===== src/rtl/fetch_unit.sv =====
// Instruction fetch unit: one outstanding instruction-memory read, held result
// handed to IF/ID, with branch/jump redirect that kills in-flight responses.
module fetch_unit #(
    parameter logic [31:0] RESET_PC = 32'h0000_0000
) (
    input  logic        clk,
    input  logic        reset,
    input  logic        ifid_write_in,
    input  logic        redirect_in,
    input  logic [31:0] redirect_pc_in,
    output logic        imem_req,
    output logic [31:0] imem_addr,
    input  logic [31:0] imem_rdata,
    input  logic        imem_rvalid,
    output logic [31:0] pc_plus4_out,
    output logic [31:0] instr_out,
    output logic        fetch_valid,
    output logic        bubble_out
);

    typedef enum logic [1:0] {
        S_IDLE,
        S_REQ,
        S_WAIT,
        S_HOLD
    } state_t;

    state_t      r_state;
    logic [31:0] r_pc;
    logic        r_kill;
    logic        r_imem_req;
    logic [31:0] r_imem_addr;
    logic [31:0] r_instr;
    logic [31:0] r_pc_plus4;
    logic        r_fetch_valid;

    logic [31:0] w_redirect_pc;
    logic [31:0] w_pc_next;
    logic        w_unused_pc_lsbs;

    assign w_redirect_pc    = {redirect_pc_in[31:2], 2'b00};
    assign w_unused_pc_lsbs = ^redirect_pc_in[1:0];

    // Redirect outranks the sequential advance, whatever the state.
    always_comb begin
        w_pc_next = r_pc;
        if (redirect_in)
            w_pc_next = w_redirect_pc;
        else if (r_state == S_HOLD && ifid_write_in)
            w_pc_next = r_pc + 32'd4;
    end

    // Request and address are registered on entry to S_REQ, so a redirect taken
    // while in S_REQ cannot disturb the address already on the bus.
    always_ff @(posedge clk or posedge reset) begin
        if (reset) begin
            r_state       <= S_IDLE;
            r_pc          <= RESET_PC;
            r_kill        <= 1'b0;
            r_imem_req    <= 1'b0;
            r_imem_addr   <= 32'h0;
            r_instr       <= 32'h0;
            r_pc_plus4    <= 32'h0;
            r_fetch_valid <= 1'b0;
        end else begin
            // NOTE: non-blocking everywhere here so every register sees the
            // pre-edge value of its peers; blocking would create ordering bugs.
            r_pc       <= w_pc_next;
            r_imem_req <= 1'b0;
            case (r_state)
                S_IDLE: begin
                    r_state     <= S_REQ;
                    r_imem_req  <= 1'b1;
                    r_imem_addr <= w_pc_next;
                end
                S_REQ: begin
                    r_state <= S_WAIT;
                    if (redirect_in)
                        r_kill <= 1'b1;
                end
                S_WAIT: begin
                    if (imem_rvalid && (redirect_in || r_kill)) begin
                        r_kill      <= 1'b0;
                        r_state     <= S_REQ;
                        r_imem_req  <= 1'b1;
                        r_imem_addr <= w_pc_next;
                    end else if (imem_rvalid) begin
                        r_instr       <= imem_rdata;
                        r_pc_plus4    <= r_pc + 32'd4;
                        r_fetch_valid <= 1'b1;
                        r_state       <= S_HOLD;
                    end else if (redirect_in) begin
                        r_kill <= 1'b1;
                    end
                end
                S_HOLD: begin
                    if (redirect_in || ifid_write_in) begin
                        r_fetch_valid <= 1'b0;
                        r_state       <= S_REQ;
                        r_imem_req    <= 1'b1;
                        r_imem_addr   <= w_pc_next;
                    end
                end
                default: r_state <= S_IDLE;
            endcase
        end
    end

    assign imem_req     = r_imem_req;
    assign imem_addr    = r_imem_addr;
    assign instr_out    = r_instr;
    assign pc_plus4_out = r_pc_plus4;
    assign fetch_valid  = r_fetch_valid;
    assign bubble_out   = redirect_in | (~r_fetch_valid & ifid_write_in);

endmodule


===== config.mk =====
export PLATFORM = sky130hd
export DESIGN_NAME = fetch_unit
export DESIGN_NICKNAME = d
export VERILOG_FILES = /design/src/rtl/fetch_unit.sv
export SDC_FILE = /design/constraint.sdc
export NUM_CORES = 1
export LEC_CHECK = 0
export ABC_AREA = 1
export BUFFER_PORTS_ARGS = -buffer_cell sky130_fd_sc_hd__buf_4
export CAP_MARGIN = 15
export CORE_MARGIN = 3
export CORE_UTILIZATION = 48
export CTS_BUF_LIST = sky130_fd_sc_hd__clkbuf_4
export DETAILED_ROUTE_END_ITERATION = 10
export HOLD_SLACK_MARGIN = 0.15
export PLACE_DENSITY = 0.7
export RECOVER_POWER = 25
export SYNTH_ARGS = -nofsm -noshare
export SYNTH_HDL_FRONTEND = slang
export SYNTH_SLANG_ARGS = --single-unit

===== constraint.sdc =====
create_clock -name clk -period 5.47 [get_ports clk]
set_clock_uncertainty 0.05 [all_clocks]
set_input_delay 0.547 -clock clk [delete_from_list [all_inputs] [get_ports clk]]
set_output_delay 0.547 -clock clk [all_outputs]
set_load 0.01 [all_outputs]

# --- Yosys cells after proc, flatten, opt, wreduce, memory -nomap -nowiden ---
# Cells that the tools add are included.
word_totals:
  in_bits: 69
  reg_bits: 133
  elab_cells: 55
classes:
  addsub: 1
  mux: 20
  n_reduce_logical: 13
  eq_ne: 9
  bitwise: 4
ops:
  columns: ["op", "count"]
  rows:
  - ["$mux W32", 4]
  - ["$pmux W32 S3", 1]
  - ["$add A32 B3 Y32 const B", 1]
  - ["$mux W1", 8]
  - ["$pmux W2 S4", 1]
  - ["$mux W2", 3]
  - ["$ne A2 B2 Y1 const B", 3]
  - ["$ne A3 B3 Y1 const B", 2]
  - ["$reduce_and A3 Y1", 2]
  - ["$eq A2 B2 Y1 const B", 2]
  - ["$pmux W1 S2", 2]
  - ["$reduce_and A2 Y1", 2]
  - ["$reduce_and A4 Y1", 1]
  - ["$reduce_bool A2 Y1", 2]
  - ["$pmux W1 S3", 1]
  - ["$reduce_bool A3 Y1", 1]
  - ["$eq A2 B1 Y1 const B", 1]
  - ["$logic_and A1 B1 Y1", 2]
  - ["$logic_not A2 Y1", 1]
  - ["$logic_or A1 B1 Y1", 2]
  - ["$ne A2 B1 Y1 const B", 1]
  - ["$not A1 Y1", 2]
  - ["$and A1 B1 Y1", 1]
  - ["$or A1 B1 Y1", 1]

# --- Longest topological paths before layout ---
logic_depth:
  ltp_word: 6
  mapped_depth: 12
  depth_no_buf: 12

# --- Worst setup path before layout ---
# OpenSTA, ideal clock, no wires.
synth_path:
  path_type: "input to output"
  from: "in redirect_in"
  to: "out bubble_out"
  required_ns: 4.873
  setup_slack_ns: 3.662
  path_buffers: 2
  path_stages: 4
  arrival_time_ns: 1.211
  cell_sequence: "buf_2 -> inv_1 -> clkbuf_1 -> a21oi_1"
synth_between:
  elab_chain_cells: 1
synth_lines:
  columns: ["item", "line", "source"]
  rows:
  - ["start: declaration", "9", "input logic redirect_in,"]
  - ["$or A1 B1 Y1", "114", "assign bubble_out = redirect_in | (~r_fetch_valid & ifid_write_in);"]
  - ["end: declaration", "18", "output logic bubble_out"]
# Every way passes these cells.

# --- Worst setup path after layout ---
layout_path:
  from: "reg r_state[0]"
  to: "reg r_imem_addr[5], in the netlist imem_addr[5]"
layout_between:
  elab_chain_cells: 6
  elab_cells_between_ends: 13
  classes_between: "4 x eq/ne; 5 x mux; 4 x reduce/logical"
layout_lines:
  columns: ["item", "line", "source"]
  rows:
  - ["start: declaration", "28", "state_t r_state;"]
  - ["start signal: assignment", "57", "r_state <= S_IDLE;"]
  - ["start signal: assignment", "72", "r_state <= S_REQ;"]
  - ["start signal: assignment", "77", "r_state <= S_WAIT;"]
  - ["$eq A2 B2 Y1", "49, 70", null]
  - ["$logic_and A1 B1 Y1", "49", "else if (r_state == S_HOLD && ifid_write_in)"]
  - ["$mux W32", "49", null]
  - ["$mux W32", "47", "if (redirect_in)"]
  - ["$mux W32 (on tied branches)", "97, 82", null]
  - ["$pmux W32 S3", "70", "case (r_state)"]
  - ["end signal: assignment", "74", "r_imem_addr <= w_pc_next;"]
  - ["end signal: assignment", "86", "r_imem_addr <= w_pc_next;"]
  - ["end signal: assignment", "101", "r_imem_addr <= w_pc_next;"]
  - ["end: declaration", "32", "logic [31:0] r_imem_addr;"]
# Parallel ways exist; a longest one is shown, timed or not. The select of a mux whose other input is x is not followed.
# A chain may end at the register's enable or synchronous reset.

==> results.sh <==
export IMPL_fin_crit_ns=3.78
export IMPL_seqPwrFrac_pct=43.3
export IMPL_fmax_ghz=0.264
export IMPL_grt_overflow_total=0
export IMPL_vias=5729
export IMPL_grt_use_total_pct=23.5
export IMPL_powerDensity_nw_per_um2=414
export IMPL_syn_nets=870
export IMPL_r2r_start="r_state[0]"
export IMPL_final_cell_mix="nand2_1, buf_4, dfrtp_1"
export IMPL_violations="capacitance limit, slew limit"
export IMPL_core_area_um2=12800
export IMPL_synth_cell_types=31
export IMPL_syn_inst=796
export IMPL_fin_crit_sh_pct=69.1
export IMPL_status="finished, violations left"
export IMPL_worstSetupStartpointType="register"
export IMPL_die_h_um=121
export IMPL_holdBufCountCts=50
export IMPL_antenna_found_initial=0
export IMPL_finalWirelength_mm=17.0
export IMPL_hp_start="redirect_pc_in[29]"
export IMPL_first_pass_iters=5
export IMPL_netSwitchingFraction_pct=37.1
export IMPL_cts_root_buffer="clkbuf_4"
export IMPL_cp_end_kind="register"
export IMPL_grt_max_degree=86
export IMPL_port_buffers=165
export IMPL_relSlewSlack_pct=-7.58
export IMPL_dieArea_um2=14700
export IMPL_place_gp_congestion=0.856
export IMPL_grt_setup_unrepaired="no"
export IMPL_vias_per_cell=4.83
export IMPL_cp_arrival_ns=4.19
export IMPL_p_int_mw=2.21
export IMPL_htree_levels=4
export IMPL_start_util_pct=49.7
export IMPL_clock_sinks=133
export IMPL_p_comb_share_pct=39.0
export IMPL_whs_ns=0.218
export IMPL_ff_latch_area_um2=3330
export IMPL_finalSetupViolCount=0
export IMPL_path_class="reg -> reg"
export IMPL_worst_pin_slew_ns=1.61
export IMPL_leakage_nw=4.47
export IMPL_ys_warn_count=0
export IMPL_pin_count=168
export IMPL_wl_per_cell_um=14.3
export IMPL_fin_tns_setup_ns=0
export IMPL_maxCapViolCount=1
export IMPL_layout_commonest_cell="nand2_1"
export IMPL_hold_viol=0
export IMPL_syn_avg_cell_area_um2=8.01
export IMPL_syn_area_um2=6380
export IMPL_drive_gt1_share_pct=23.6
export IMPL_clk_path_buf_depth=2
export IMPL_final_nets=1076
export IMPL_ys_ff_latch=133
export IMPL_dp_hpwl_mm=11.6
export IMPL_grt_pass1_wl_mm=27.1
export IMPL_rrSetupSlack_ns=1.69
export IMPL_cts_made_buffers=17
export IMPL_synthArstFlopShare_pct=100
export IMPL_cts_tree="built"
export IMPL_clock_latency_ns=0.53
export IMPL_drt_iter0_drc=380
export IMPL_synth_edf_count=0
export IMPL_hold_path_depth=3
export IMPL_grt_pass1_vias=5387
export IMPL_placementRows=41
export IMPL_peakVddDrop_uv=295
export IMPL_worst_endpoint_required_ns=5.88
export IMPL_r2r_cells=7
export IMPL_hold_end="r_pc[29]"
export IMPL_clkPwrFrac_pct=17.7
export IMPL_power_mw=3.51
export IMPL_die_x_um=121
export IMPL_path_max_fanout=31
export IMPL_syn2layout_area_growth_pct=33.0
export IMPL_r2r_end="imem_addr[5]"
export IMPL_cts_reportedPaths_clkPinSlew_ns=0.11
export IMPL_detail_route_antenna_nets=0
export IMPL_postCtsSetupRepairBufs=0
export IMPL_yosysSeqAreaShare_pct=52.2
export IMPL_hold_path_class="in -> reg"
export IMPL_nFillCells=1136
export IMPL_drc=0
export IMPL_final_max_slew_violation_count=32
export IMPL_final_core_util_pct=66.1
export IMPL_p_sw_mw=1.30
export IMPL_cts_resized=0
export IMPL_multiInputGateArea_um2=2730
export IMPL_synth_main_ff_cell="dfrtp_1"
[logic make-up (layout without fill, tap and decap cells)]
logic type      count (synthesis)  after routing  synth area share (%)
fa+ha+maj                       5              5                 0.981
compound gates                 85             85                  7.51
other cells                     0              1                     0
buf+inv                        78            296                  5.06
simple gates                  483            483                  32.1
flops                         133            133                  52.2
xor+xnor                       12             12                  2.12
[worst max-delay path, stage by stage (launching register included)]
cell	delay [ns]
dfrtp_1	0.45
ha_1	0.25
nand2_1	0.06
clkbuf_1	1.16
inv_1	0.95
o211ai_1	0.43
o21ai_0	0.19
o21ai_1	0.16
[registers in the layout, summed over array words and instances (netlist names)]
signal        flops
r_state           2
fetch_valid       1
r_pc             32
imem_addr        32
instr_out        32
imem_req          1
pc_plus4_out     32
r_kill            1
[per-stage QoR]
stage / worst slack (ns) / instance area, um^2 / instances
finish: 1.69 / 8480 / 1187
global route: 1.51 / 8480 / 1186
detailed placement: 2.87 / 7720 / 1105
floorplan: 1.32 / 6380 / 796
global placement: 2.91 / 7720 / 1105
CTS: 3.01 / 8490 / 1186
[how the worst max path moves through the flow]
| stage | start | to | cells past startpoint |
|---|---|---|---|
| final | r_state[0] | imem_addr[5] | 7 |
| after global routing | r_state[0] | imem_addr[5] | 7 |
| after CTS | r_state[0] | imem_addr[5] | 7 |
| after detailed placement | redirect_in | imem_addr[6] | 9 |
| after global placement | redirect_in | imem_addr[5] | 9 |
| after floorplan | reset | fetch_valid | 1 |
[power by group through the flow]
stage / Combinational [mW] / Sequential (mW) / Clock, mW
6_report: 1.37 / 1.52 / 0.622
5_1_grt: 1.52 / 1.56 / 0.689
4_1_cts: 1.38 / 1.52 / 0.646
3_5_place_dp: 1.35 / 1.53 / 0
3_3_place_gp: 1.33 / 1.53 / 0
2_1_floorplan: 0.591 / 1.64 / 0
[layout make-up]
class	count	area share (%)
multi-input cells	585	32.2
inverters	46	2.12
clock inverters	11	1.31
flip-flops and latches	133	39.2
well taps	172	2.54
diodes	1	0.0295
repair buffers	219	20.8
clock buffers	20	1.77
[routing by layer]
metal,share of wire (%),GRT usage (%)
met1,48,33.6
met2,44,35.6
met3,6.4,5.22
met4,1.8,8.33
met5,0,0
[Yosys cell counts, types with 5 or more instances]
cell | n | area, um^2
xnor2_1 | 5 | 43.8
ha_1 | 5 | 62.6
dfrtp_1 | 133 | 3330
nand2_2 | 8 | 50.1
nand3_1 | 35 | 175
nor2_2 | 8 | 50.1
nor2_4 | 5 | 56.3
o21ai_0 | 18 | 90.1
nor2_1 | 61 | 229
a21oi_1 | 31 | 155
buf_2 | 13 | 65.1
clkbuf_1 | 15 | 56.3
a31oi_1 | 22 | 138
nand2_1 | 350 | 1310
inv_1 | 42 | 158
(Power assumes the default switching activity.)
